$ cat src/rtl/text_cursor_writer.sv
// Purpose: turns a stream of ASCII characters into text-buffer cell writes and tracks the cursor.
// Latency: printable accepted at T -> write strobe at T+1 -> back in IDLE 3 cycles after buffer busy starts.
// Backpressure: char_ready low while a write or clear sweep is in flight; buffer handshake times out after 4 idle cycles.
module text_cursor_writer #(
    parameter int COLS = 80,
    parameter int ROWS = 30
) (
    input  logic        clk,
    input  logic        reset,
    input  logic        char_valid,
    input  logic [6:0]  char_data,
    input  logic        char_lang,
    input  logic [11:0] char_color,
    output logic        char_ready,
    input  logic        clear_req,
    output logic        buf_write_enable,
    output logic [6:0]  buf_write_x,
    output logic [4:0]  buf_write_y,
    output logic [6:0]  buf_write_data,
    output logic [11:0] buf_write_color,
    output logic        buf_write_lang,
    input  logic        buf_busy,
    output logic [6:0]  cursor_x,
    output logic [4:0]  cursor_y,
    output logic        clear_active,
    output logic        write_error
);

    typedef enum logic [1:0] {IDLE, ISSUE, WAIT_BUSY, WAIT_DONE} state_t;

    localparam logic [6:0] X_MAX = 7'(COLS - 1);
    localparam logic [4:0] Y_MAX = 5'(ROWS - 1);
    localparam logic [6:0] SPACE = 7'h20;
    localparam logic [6:0] DEL   = 7'h7F;
    localparam logic [6:0] CR    = 7'h0D;
    localparam logic [6:0] LF    = 7'h0A;
    localparam logic [6:0] BS    = 7'h08;

    state_t     state;
    logic       clearing;   // sweep in progress; reuses the write handshake states
    logic       is_bs;      // pending write is a backspace erase: cursor lands on the target
    logic [1:0] tmo_cnt;    // consecutive WAIT_BUSY cycles without buf_busy
    logic       printable;

    assign printable  = (char_data >= SPACE) && (char_data != DEL);
    assign char_ready = (state == IDLE) && !clearing;

    // Main controller: character decode, buffer handshake, clear sweep and cursor update.
    always_ff @(posedge clk) begin
        if (reset) begin
            state            <= IDLE;
            clearing         <= 1'b0;
            is_bs            <= 1'b0;
            tmo_cnt          <= 2'd0;
            cursor_x         <= 7'd0;
            cursor_y         <= 5'd0;
            buf_write_enable <= 1'b0;
            buf_write_x      <= 7'd0;
            buf_write_y      <= 5'd0;
            buf_write_data   <= 7'd0;
            buf_write_color  <= 12'd0;
            buf_write_lang   <= 1'b0;
            clear_active     <= 1'b0;
            write_error      <= 1'b0;
        end else begin
            buf_write_enable <= 1'b0;
            write_error      <= 1'b0;
            case (state)
                IDLE: begin
                    tmo_cnt <= 2'd0;
                    if (clear_req) begin
                        // Clear wins over a simultaneous character, which stays unaccepted.
                        clearing         <= 1'b1;
                        clear_active     <= 1'b1;
                        is_bs            <= 1'b0;
                        buf_write_x      <= 7'd0;
                        buf_write_y      <= 5'd0;
                        buf_write_data   <= SPACE;
                        buf_write_color  <= 12'd0;
                        buf_write_lang   <= 1'b0;
                        buf_write_enable <= 1'b1;
                        state            <= ISSUE;
                    end else if (char_valid) begin
                        if (printable) begin
                            is_bs            <= 1'b0;
                            buf_write_x      <= cursor_x;
                            buf_write_y      <= cursor_y;
                            buf_write_data   <= char_data;
                            buf_write_color  <= char_color;
                            buf_write_lang   <= char_lang;
                            buf_write_enable <= 1'b1;
                            state            <= ISSUE;
                        end else if (char_data == CR) begin
                            cursor_x <= 7'd0;
                        end else if (char_data == LF) begin
                            cursor_x <= 7'd0;
                            cursor_y <= (cursor_y == Y_MAX) ? 5'd0 : cursor_y + 5'd1;
                        end else if (char_data == BS && (cursor_x != 7'd0 || cursor_y != 5'd0)) begin
                            is_bs            <= 1'b1;
                            buf_write_data   <= SPACE;
                            buf_write_color  <= 12'd0;
                            buf_write_lang   <= 1'b0;
                            buf_write_enable <= 1'b1;
                            state            <= ISSUE;
                            if (cursor_x != 7'd0) begin
                                buf_write_x <= cursor_x - 7'd1;
                                buf_write_y <= cursor_y;
                            end else begin
                                buf_write_x <= X_MAX;
                                buf_write_y <= cursor_y - 5'd1;
                            end
                        end
                    end
                end
                ISSUE: begin
                    state <= WAIT_BUSY;
                end
                WAIT_BUSY: begin
                    if (buf_busy) begin
                        tmo_cnt <= 2'd0;
                        state   <= WAIT_DONE;
                    end else if (tmo_cnt == 2'd3) begin
                        // Buffer never acknowledged: drop the write, abandon any sweep.
                        tmo_cnt     <= 2'd0;
                        write_error <= 1'b1;
                        state       <= IDLE;
                        if (clearing) begin
                            clearing     <= 1'b0;
                            clear_active <= 1'b0;
                            cursor_x     <= 7'd0;
                            cursor_y     <= 5'd0;
                        end
                    end else begin
                        tmo_cnt <= tmo_cnt + 2'd1;
                    end
                end
                WAIT_DONE: begin
                    if (!buf_busy) begin
                        if (clearing) begin
                            if (buf_write_x == X_MAX && buf_write_y == Y_MAX) begin
                                clearing     <= 1'b0;
                                clear_active <= 1'b0;
                                cursor_x     <= 7'd0;
                                cursor_y     <= 5'd0;
                                state        <= IDLE;
                            end else begin
                                if (buf_write_x == X_MAX) begin
                                    buf_write_x <= 7'd0;
                                    buf_write_y <= buf_write_y + 5'd1;
                                end else begin
                                    buf_write_x <= buf_write_x + 7'd1;
                                end
                                buf_write_enable <= 1'b1;
                                state            <= ISSUE;
                            end
                        end else begin
                            state <= IDLE;
                            if (is_bs) begin
                                cursor_x <= buf_write_x;
                                cursor_y <= buf_write_y;
                            end else if (buf_write_x == X_MAX) begin
                                cursor_x <= 7'd0;
                                cursor_y <= (buf_write_y == Y_MAX) ? 5'd0 : buf_write_y + 5'd1;
                            end else begin
                                cursor_x <= buf_write_x + 7'd1;
                                cursor_y <= buf_write_y;
                            end
                        end
                    end
                end
                default: state <= IDLE;
            endcase
        end
    end

endmodule

$ cat config.mk
export PLATFORM = sky130hd
export DESIGN_NAME = text_cursor_writer
export DESIGN_NICKNAME = d
export VERILOG_FILES = /design/src/rtl/text_cursor_writer.sv
export SDC_FILE = /design/constraint.sdc
export NUM_CORES = 1
export LEC_CHECK = 0
export CAP_MARGIN = 20
export CORE_MARGIN = 2
export CORE_UTILIZATION = 55
export DETAILED_ROUTE_END_ITERATION = 7
export GPL_ROUTABILITY_DRIVEN = 0
export PLACE_DENSITY = 0.89
export RECOVER_POWER = 25
export SLEW_MARGIN = 20
export SYNTH_ARGS = -nofsm -noshare
export SYNTH_HDL_FRONTEND = slang
export SYNTH_SLANG_ARGS = --single-unit
$ cat constraint.sdc
create_clock -name clk -period 6 [get_ports clk]
set_input_delay 1.2 -clock clk [delete_from_list [all_inputs] [get_ports clk]]
set_output_delay 1.2 -clock clk [all_outputs]
set_load 0.005 [all_outputs]
==> results of run 1 <==
## worst max-delay path, delay by kind of cell
family | cells | cell delay [ns]
compound gates | 1 | 0.12
buf+inv | 3 | 2.85
simple gates | 1 | 0.30
## registers in the layout, indices dropped and copies added (netlist names)
name and cells:
buf_write_y 5, state 2, buf_write_color 12, write_error 1
clearing 1, buf_write_x 7, is_bs 1, cursor_x 7
buf_write_enable 1, clear_active 1, buf_write_data 7, buf_write_lang 1
cursor_y 5, tmo_cnt 2
## cells by family after synthesis
group / count (synthesis)
and+or+nand+nor: 183
AOI/OAI and AO/OA: 127
DFF: 53
buffers and inverters: 42
adders and majority gates: 13
xor gates and xnor gates: 7
muxes: 4
## Yosys cell counts, drive strengths merged (9+ instances only)
cell     n
dfxtp   53
o211ai   9
nand2   50
nor2    29
o21ai   24
nor3    14
clkbuf  20
nand3   35
or3     10
a21oi   50
ha      13
inv     14
## final cells by class
cell class | count | share of cell area, %
Multi-Input combinational cell | 334 | 50.2
Sequential cell | 53 | 26.1
Timing Repair Buffer | 74 | 18.0
Tap cell | 75 | 2.31
Clock buffer | 7 | 1.88
Inverter | 14 | 1.29
Clock inverter | 1 | 0.185
## worst max-delay path by stage
stage          slack (ns)              to  depth (start not counted)    startpoint
2_1_floorplan        3.22  buf_write_x[1]                          6  char_data[6]
3_3_place_gp         2.37  buf_write_x[1]                          7  char_data[6]
3_5_place_dp         2.25  buf_write_x[1]                          7  char_data[6]
4_1_cts              2.50  buf_write_x[1]                          7  char_data[6]
5_1_grt              1.44        state[1]                          5         reset
6_report             1.64        state[1]                          5         reset
## where the power goes
| part | internal [mW] | switching [mW] | leakage [nW] |
|---|---|---|---|
| Sequential | 0.399 | 0.0680 | 0.432 |
| Combinational | 0.221 | 0.271 | 1.00 |
| Clock | 0.0830 | 0.121 | 0.0385 |
| Total | 0.703 | 0.459 | 1.47 |
## routing by layer
layer | track usage [%] | up-vias | wire length, um
met2 | 44.6 | 172 | 4320
li1 | - | 1678 | -
met3 | 5.22 | 21 | 627
met1 | 40.4 | 1640 | 4040
met5 | 0 | - | 0
met4 | 9.49 | 0 | 147
==> flow_summary.ini, run 1 <==
[status]
status = finished with violations
violations = max-capacitance violations, max-slew violations

[synth]
yosys.area_share.simple_pct = 28.9
synth-edff-count = 0
synthMuxAreaShare_pct = 1.26
synth_area_leaders = dfxtp_1 (32%), a21oi_1 (7.7%), nand2_1 (5.6%)
syn_avg_cell_area_um2 = 7.62
ys_ff_latch = 53
syn_area_um2 = 3270
ys_types = 65
syn-instance-count = 429
yosysWarnings = 0
synth_top_family_by_area = simple AND/OR/NAND/NOR gates
synth_top_area_share_pct = 32.5
synth_nets = 467
yosysSeqAreaShare_pct = 32.5
synthXorXnorAreaFrac_pct = 1.88
synth_compound_area_share_pct = 25.4
ys_async_sr_fraction_pct = 0
yosys.area.top_type = dfxtp_1
synth_adder_area_share_pct = 4.98
yosys_most_used_dff = dfxtp_1

[grt]
grt_pass1_vias = 3075
grt_overflow = 0
grt_pass1_wl_um = 14800
grt_max_degree = 48
antenna_found_initial = 0
grt_use_total_pct = 28.8

[sta]
fin_tns_setup_ns = 0
rsz0062_at_grt = no
drv_slew = 48
skew_ns = 0.00488
timing.final.hold_violations = 0
worst_slew_pin_slew_ns = 2.16
max_freq_mhz = 229
maxSlewHeadroom_pct = -43.7
setup_violations = 0
timing.hold.ws_ns = 0.449
final.period_utilization_pct = 72.7
fin_ws_ns = 1.64
fin_crit_ns = 4.36

[setup_path]
crit_fanout = 47
r2r-start = buf_write_x[0]
r2r_end = cursor_x[5]
slowest_stage = clkbuf_1
path_cells = dlygate4sd3_1 > clkbuf_1 > inv_1 > nand3_1 > o41ai_1
rr_worst_depth = 6
cp-end-kind = flip-flop
crit_arrival_ns = 4.48
slowest_delay_ns = 1.53
rrSetupSlack_ns = 3.25
cp.required_ns = 6.11
crit_type = in -> reg
worstSetupStartpointType = primary input

[cts]
cts.sinks = 53
clk_latency_ns = 0.31
path_clk_slew_ns = 0.10
cts_htree_levels = 2
cts_resized = 0
postCtsSetupBuffers = 0
cts_tree = done
clockRootBuffer = clkbuf_8
numCtsBuffers = 5
clock_path_buffers = 2
hold_buffers = 0

[layout]
utilization_pct = 69.9
antenna_cells = 0
final_cell_count_no_fill = 558
multi_input_comb_area_um2 = 2040
final-seq-area_um2 = 1060
drive_gt1_share_pct = 3.93
mostFrequentLayoutCells = dfxtp_1 (53), a21oi_1 (50), nand2_1 (49), clkdlybuf4s50_1 (49), nand3_1 (35)
stdcell_area_um2 = 4070
fill_cells = 522
final_nets = 520
final_common_cell = dfxtp_1
area_delta_synth_final_pct = 24.3

[worst_hold_path]
min_path_cells = 2
hp-start = buf_write_color[0]
hp-class = reg -> reg
min_to = buf_write_color[0]

[floorplanning]
die_w_um = 81.1
io_pins = 73
core-area_um2 = 5820
die_h_um = 81.1
row_count = 28
die-area_um2 = 6580
start_util_pct = 56.2

[route]
drtAntennaViolNets = 0
wirelength_um = 9130
drc = 0
drt_iter0_drc = 329
vias_per_cell = 6.29
firstDrtPassIters = 5
wire_per_inst_um = 16.4
vias = 3511

[pwr]
p_leak_nw = 1.47
power_mw = 1.16
vdd_drop_max_uv = 158
powerDensity_nw_per_um2 = 286

[placed_design]
place_ws_ns = 2.25
dp_hpwl_um = 6360
placed_cell_area_um2 = 3990
port-buffer-count = 72
placed_cells = 550

[flow_run]
drv_cap = 1
(Power assumes the default switching activity.)
==> run 2, diff against run 1 <==
Settings changed: CORE_UTILIZATION 55 to 51, PLACE_DENSITY 0.89 to 0.84.
Clock period 6 ns to 4.3 ns, I/O delays scaled along.
==> run 2 against run 1 <==
The run now ends clean. Setup slack lost 0.50 ns. Combinational power grew 38%. Sequential share of layout area is essentially flat. Power grew 39%. Routed wire length shrank 2.5%. Clock power grew 38%. Largest cell class unchanged. Largest power group unchanged.
==> flow_summary.ini, run 2 (synthesized netlist as in run 1, its figures left out) <==
[status]
status = complete, no violations

[setup_path]
slowest_stage = nor4b_1
worstSetupStartpointType = primary input
path_cells = clkdlybuf4s50_1 > nor4b_1 > nand3_1 > o211ai_1 > nand2_1 > a221oi_1 > nor2_1
slowest_delay_ns = 0.63
path_delay_family = simple AND/OR/NAND/NOR gates
crit_fanout = 7
crit_type = in -> reg
cp.required_ns = 4.50
crit_buf_inv = 1
cp-end-kind = flip-flop
crit_arrival_ns = 3.37

[pwr]
p_leak_nw = 1.48
vdd_drop_max_uv = 308
power_mw = 1.61
powerDensity_nw_per_um2 = 397

[route]
vias = 3469
wire_per_inst_um = 15.9
drtAntennaViolNets = 0
vias_per_cell = 6.19
drt_iter0_drc = 229
drc = 0
firstDrtPassIters = 6
wirelength_um = 8910

[grt]
grt_pass1_vias = 3145
grt_max_degree = 48
antenna_found_initial = 0
grt_overflow = 0
grt_use_total_pct = 25.5
grt_pass1_wl_um = 15100

[layout]
final_cell_count_no_fill = 560
final_nets = 520
largest_reg_flops = 12
antenna_cells = 0
drive_gt1_share_pct = 4.14
mostFrequentLayoutCells = dfxtp_1 (53), a21oi_1 (50), nand2_1 (49), clkdlybuf4s50_1 (48), nand3_1 (35)
utilization_pct = 64.9
final-seq-area_um2 = 1060
stdcell_area_um2 = 4070
area_delta_synth_final_pct = 24.5
fill_cells = 533
multi_input_comb_area_um2 = 2040
top_register = buf_write_color
final_common_cell = dfxtp_1

[placed_design]
placed_cell_area_um2 = 3990
dp_hpwl_um = 6270
port-buffer-count = 72
placed_cells = 552
place_ws_ns = 0.893

[cts]
cts_htree_levels = 2
path_clk_slew_ns = 0.10
clockRootBuffer = clkbuf_8
cts_tree = done
cts.sinks = 53
clock_path_buffers = 2
clk_latency_ns = 0.31
postCtsSetupBuffers = 0
numCtsBuffers = 5
cts_resized = 0
hold_buffers = 0

[sta]
max_freq_mhz = 316
maxSlewHeadroom_pct = 39.6
drv_slew = 0
final.period_utilization_pct = 73.7
setup_violations = 0
fin_ws_ns = 1.13
rsz0062_at_grt = no
timing.final.hold_violations = 0
timing.hold.ws_ns = 0.457
skew_ns = 0.00731
fin_tns_setup_ns = 0
worst_slew_pin_slew_ns = 0.903
fin_crit_ns = 3.17

[floorplanning]
io_pins = 73
row_count = 29
die_h_um = 84.1
core-area_um2 = 6280
die_w_um = 84.1
die-area_um2 = 7070
start_util_pct = 52.1

[worst_hold_path]
hp-class = reg -> reg

[flow_run]
drv_cap = 0
run 2: cell count changes in the layout (fill, tap and decap cells not counted):
cell	change
clkdlybuf4s50_1	-1
dlygate4sd3_1	+1
buf_4	+1
clkbuf_1	-1
run 2: area by class of cell:
| type | instances | area share, % |
|---|---|---|
| Clock buffer | 7 | 1.87 |
| Sequential cell | 53 | 26.1 |
| Inverter | 14 | 1.29 |
| Clock inverter | 1 | 0.184 |
| Tap cell | 77 | 2.37 |
| Timing Repair Buffer | 74 | 18.1 |
| Multi-Input combinational cell | 334 | 50.2 |
run 2: worst min-delay path: cells and delay by family, from the launching register on:
kind	cells	cell delay, ns
AO/OA/AOI/OAI	1	0.05
flip-flops	1	0.32
AND/OR/NAND/NOR	1	0.05
run 2: routing by layer:
| layer | up-vias | global-route usage [%] | share of wire, % |
|---|---|---|---|
| met1 | 1633 | 36.3 | 46 |
| met2 | 146 | 40.5 | 46 |
| li1 | 1673 | - | - |
| met5 | - | 0 | 0 |
| met4 | 0 | 6.16 | 1.4 |
| met3 | 17 | 3.96 | 6.1 |
run 2: path summary, 6_finish.rpt:
check                           cells after the start                 end          startpoint  slack [ns]
worst min-delay path                                2  buf_write_color[6]  buf_write_color[6]        0.46
worst max register to register                      6         cursor_x[1]      buf_write_x[1]        1.66
worst max-delay path                                7      buf_write_x[1]        char_data[6]        1.13
worst min register to register                      2  buf_write_color[6]  buf_write_color[6]        0.46
run 2: power breakdown:
part           total [mW]  internal [mW]  switching, mW
Combinational       0.680          0.307          0.372
Clock               0.282          0.116          0.167
Sequential          0.653          0.557         0.0957
Total                1.61          0.980          0.635
==> run 3, diff against run 2 <==
Clock period 4.3 ns to 3.11 ns, I/O delays scaled along.
==> run 3 against run 2 <==
Clock skew is 0.00076 ns lower. Cell count is 1.3% higher. Critical path type unchanged. First-iteration DRC count is 69% higher.
==> flow_summary.ini, run 3 (synthesized netlist as in run 1, its figures left out) <==
[sta]
rsz0062_at_grt = no
worst_slew_pin_slew_ns = 0.905
skew_ns = 0.00655
fin_crit_ns = 2.63
timing.hold.ws_ns = 0.452
fin_tns_setup_ns = 0
timing.final.hold_violations = 0
maxSlewHeadroom_pct = 39.5
drv_slew = 0
max_freq_mhz = 380
setup_violations = 0
final.period_utilization_pct = 84.7

[floorplanning]
row_count = 29
io_pins = 73
die_h_um = 84.1
die_w_um = 84.1
start_util_pct = 52.1
die-area_um2 = 7070
core-area_um2 = 6280

[route]
drt_iter0_drc = 386
wire_per_inst_um = 16.6
drc = 0
wirelength_um = 9390
firstDrtPassIters = 5
drtAntennaViolNets = 0
vias_per_cell = 6.24
vias = 3538

[worst_hold_path]
min_path_cells = 2
hp-class = reg -> reg
min_to = buf_write_color[1]
hp-start = buf_write_color[1]

[cts]
cts_tree = done
hold_buffers = 0
clk_latency_ns = 0.31
numCtsBuffers = 5
clockRootBuffer = clkbuf_8
clock_path_buffers = 2
cts_resized = 0
path_clk_slew_ns = 0.10
postCtsSetupBuffers = 0
cts.sinks = 53
cts_htree_levels = 2

[placed_design]
dp_hpwl_um = 6730
port-buffer-count = 72

[setup_path]
path_cells = dlygate4sd3_1 > nand3b_1 > a221oi_1 > nand3_1 > or3_1 > a21oi_1
rrSetupSlack_ns = 0.50
path_delay_family = simple AND/OR/NAND/NOR gates
crit_type = in -> reg
slowest_delay_ns = 0.63
cp-end-kind = flip-flop
worstSetupStartpointType = primary input
slowest_stage = dlygate4sd3_1
crit_fanout = 13
crit_buf_inv = 1
cp.required_ns = 3.36
rr_worst_depth = 6
crit_arrival_ns = 2.89
r2r_end = cursor_x[3]
r2r-start = buf_write_x[0]

[grt]
top_usage_layer = met2
grt_pass1_wl_um = 15700
use_met3_pct = 3.36
use_met1_pct = 36.9
grt_use_total_pct = 26.9
grt_max_degree = 38
grt_pass1_vias = 3212
grt_use_met2_pct = 43.6
antenna_found_initial = 0
grt_overflow = 0

[layout]
largest_reg_flops = 12
mostFrequentLayoutCells = dfxtp_1 (53), a21oi_1 (50), nand2_1 (49), clkdlybuf4s50_1 (48), nand3_1 (35)
drive_gt1_share_pct = 5.51
top_register = buf_write_color
final_common_cell = dfxtp_1
antenna_cells = 0
area_delta_synth_final_pct = 26.5
utilization_pct = 65.9
final_nets = 527

[status]
status = complete, no violations

[flow_run]
drv_cap = 0

[pwr]
power_mw = 2.27
p_leak_nw = 1.52
powerDensity_nw_per_um2 = 548
vdd_drop_max_uv = 319
run 3: changes by cell type in the layout (fill, tap and decap cells not counted), sizes merged:
cell / change
buf: +7
run 3: power by group:
group	internal [mW]	total (mW)	switching (mW)
Clock	0.160	0.394	0.234
Sequential	0.770	0.903	0.132
Combinational	0.439	0.972	0.533
run 3: worst max path at each step:
stage / start / slack, ns / cells past startpoint / endpoint
2_1_floorplan: char_data[6] / 0.90 / 6 / buf_write_x[1]
3_3_place_gp: buf_busy / 0.36 / 6 / cursor_x[5]
3_5_place_dp: char_data[6] / 0.27 / 8 / cursor_x[0]
4_1_cts: buf_write_x[0] / 0.53 / 6 / cursor_x[3]
5_1_grt: buf_write_x[0] / 0.27 / 6 / cursor_x[0]
6_report: buf_busy / 0.48 / 6 / cursor_x[3]
run 3: area by class of cell:
type	instances	area [um2]
tap	77	96.3
inverter	14	52.6
clock buffer	7	76.3
multi-input combinational	334	2040
sequential	53	1060
timing repair buffer	81	801
clock inverter	1	7.51
fill	533	2140
run 3: metal layers:
layer	routed length, um	up-vias
met5	0	-
met4	178	0
met3	536	21
met2	4540	128
met1	4130	1696
li1	-	1693
run 3: worst reg2reg max path, cell delays in order (launching register included):
cell and delay [ns]:
dfxtp_1 0.45, ha_1 0.24, nand3_1 0.36, o311ai_4 0.45
nand3_1 0.41, or3_1 0.49, a21oi_1 0.14
run 3: per-stage QoR:
stage	setup WS, ns	instances	area (um2)
2_1_floorplan	0.905	429	3270
3_3_place_gp	0.364	559	4050
3_5_place_dp	0.272	559	4050
4_1_cts	0.526	567	4140
5_1_grt	0.269	567	4140
6_report	0.477	567	4140
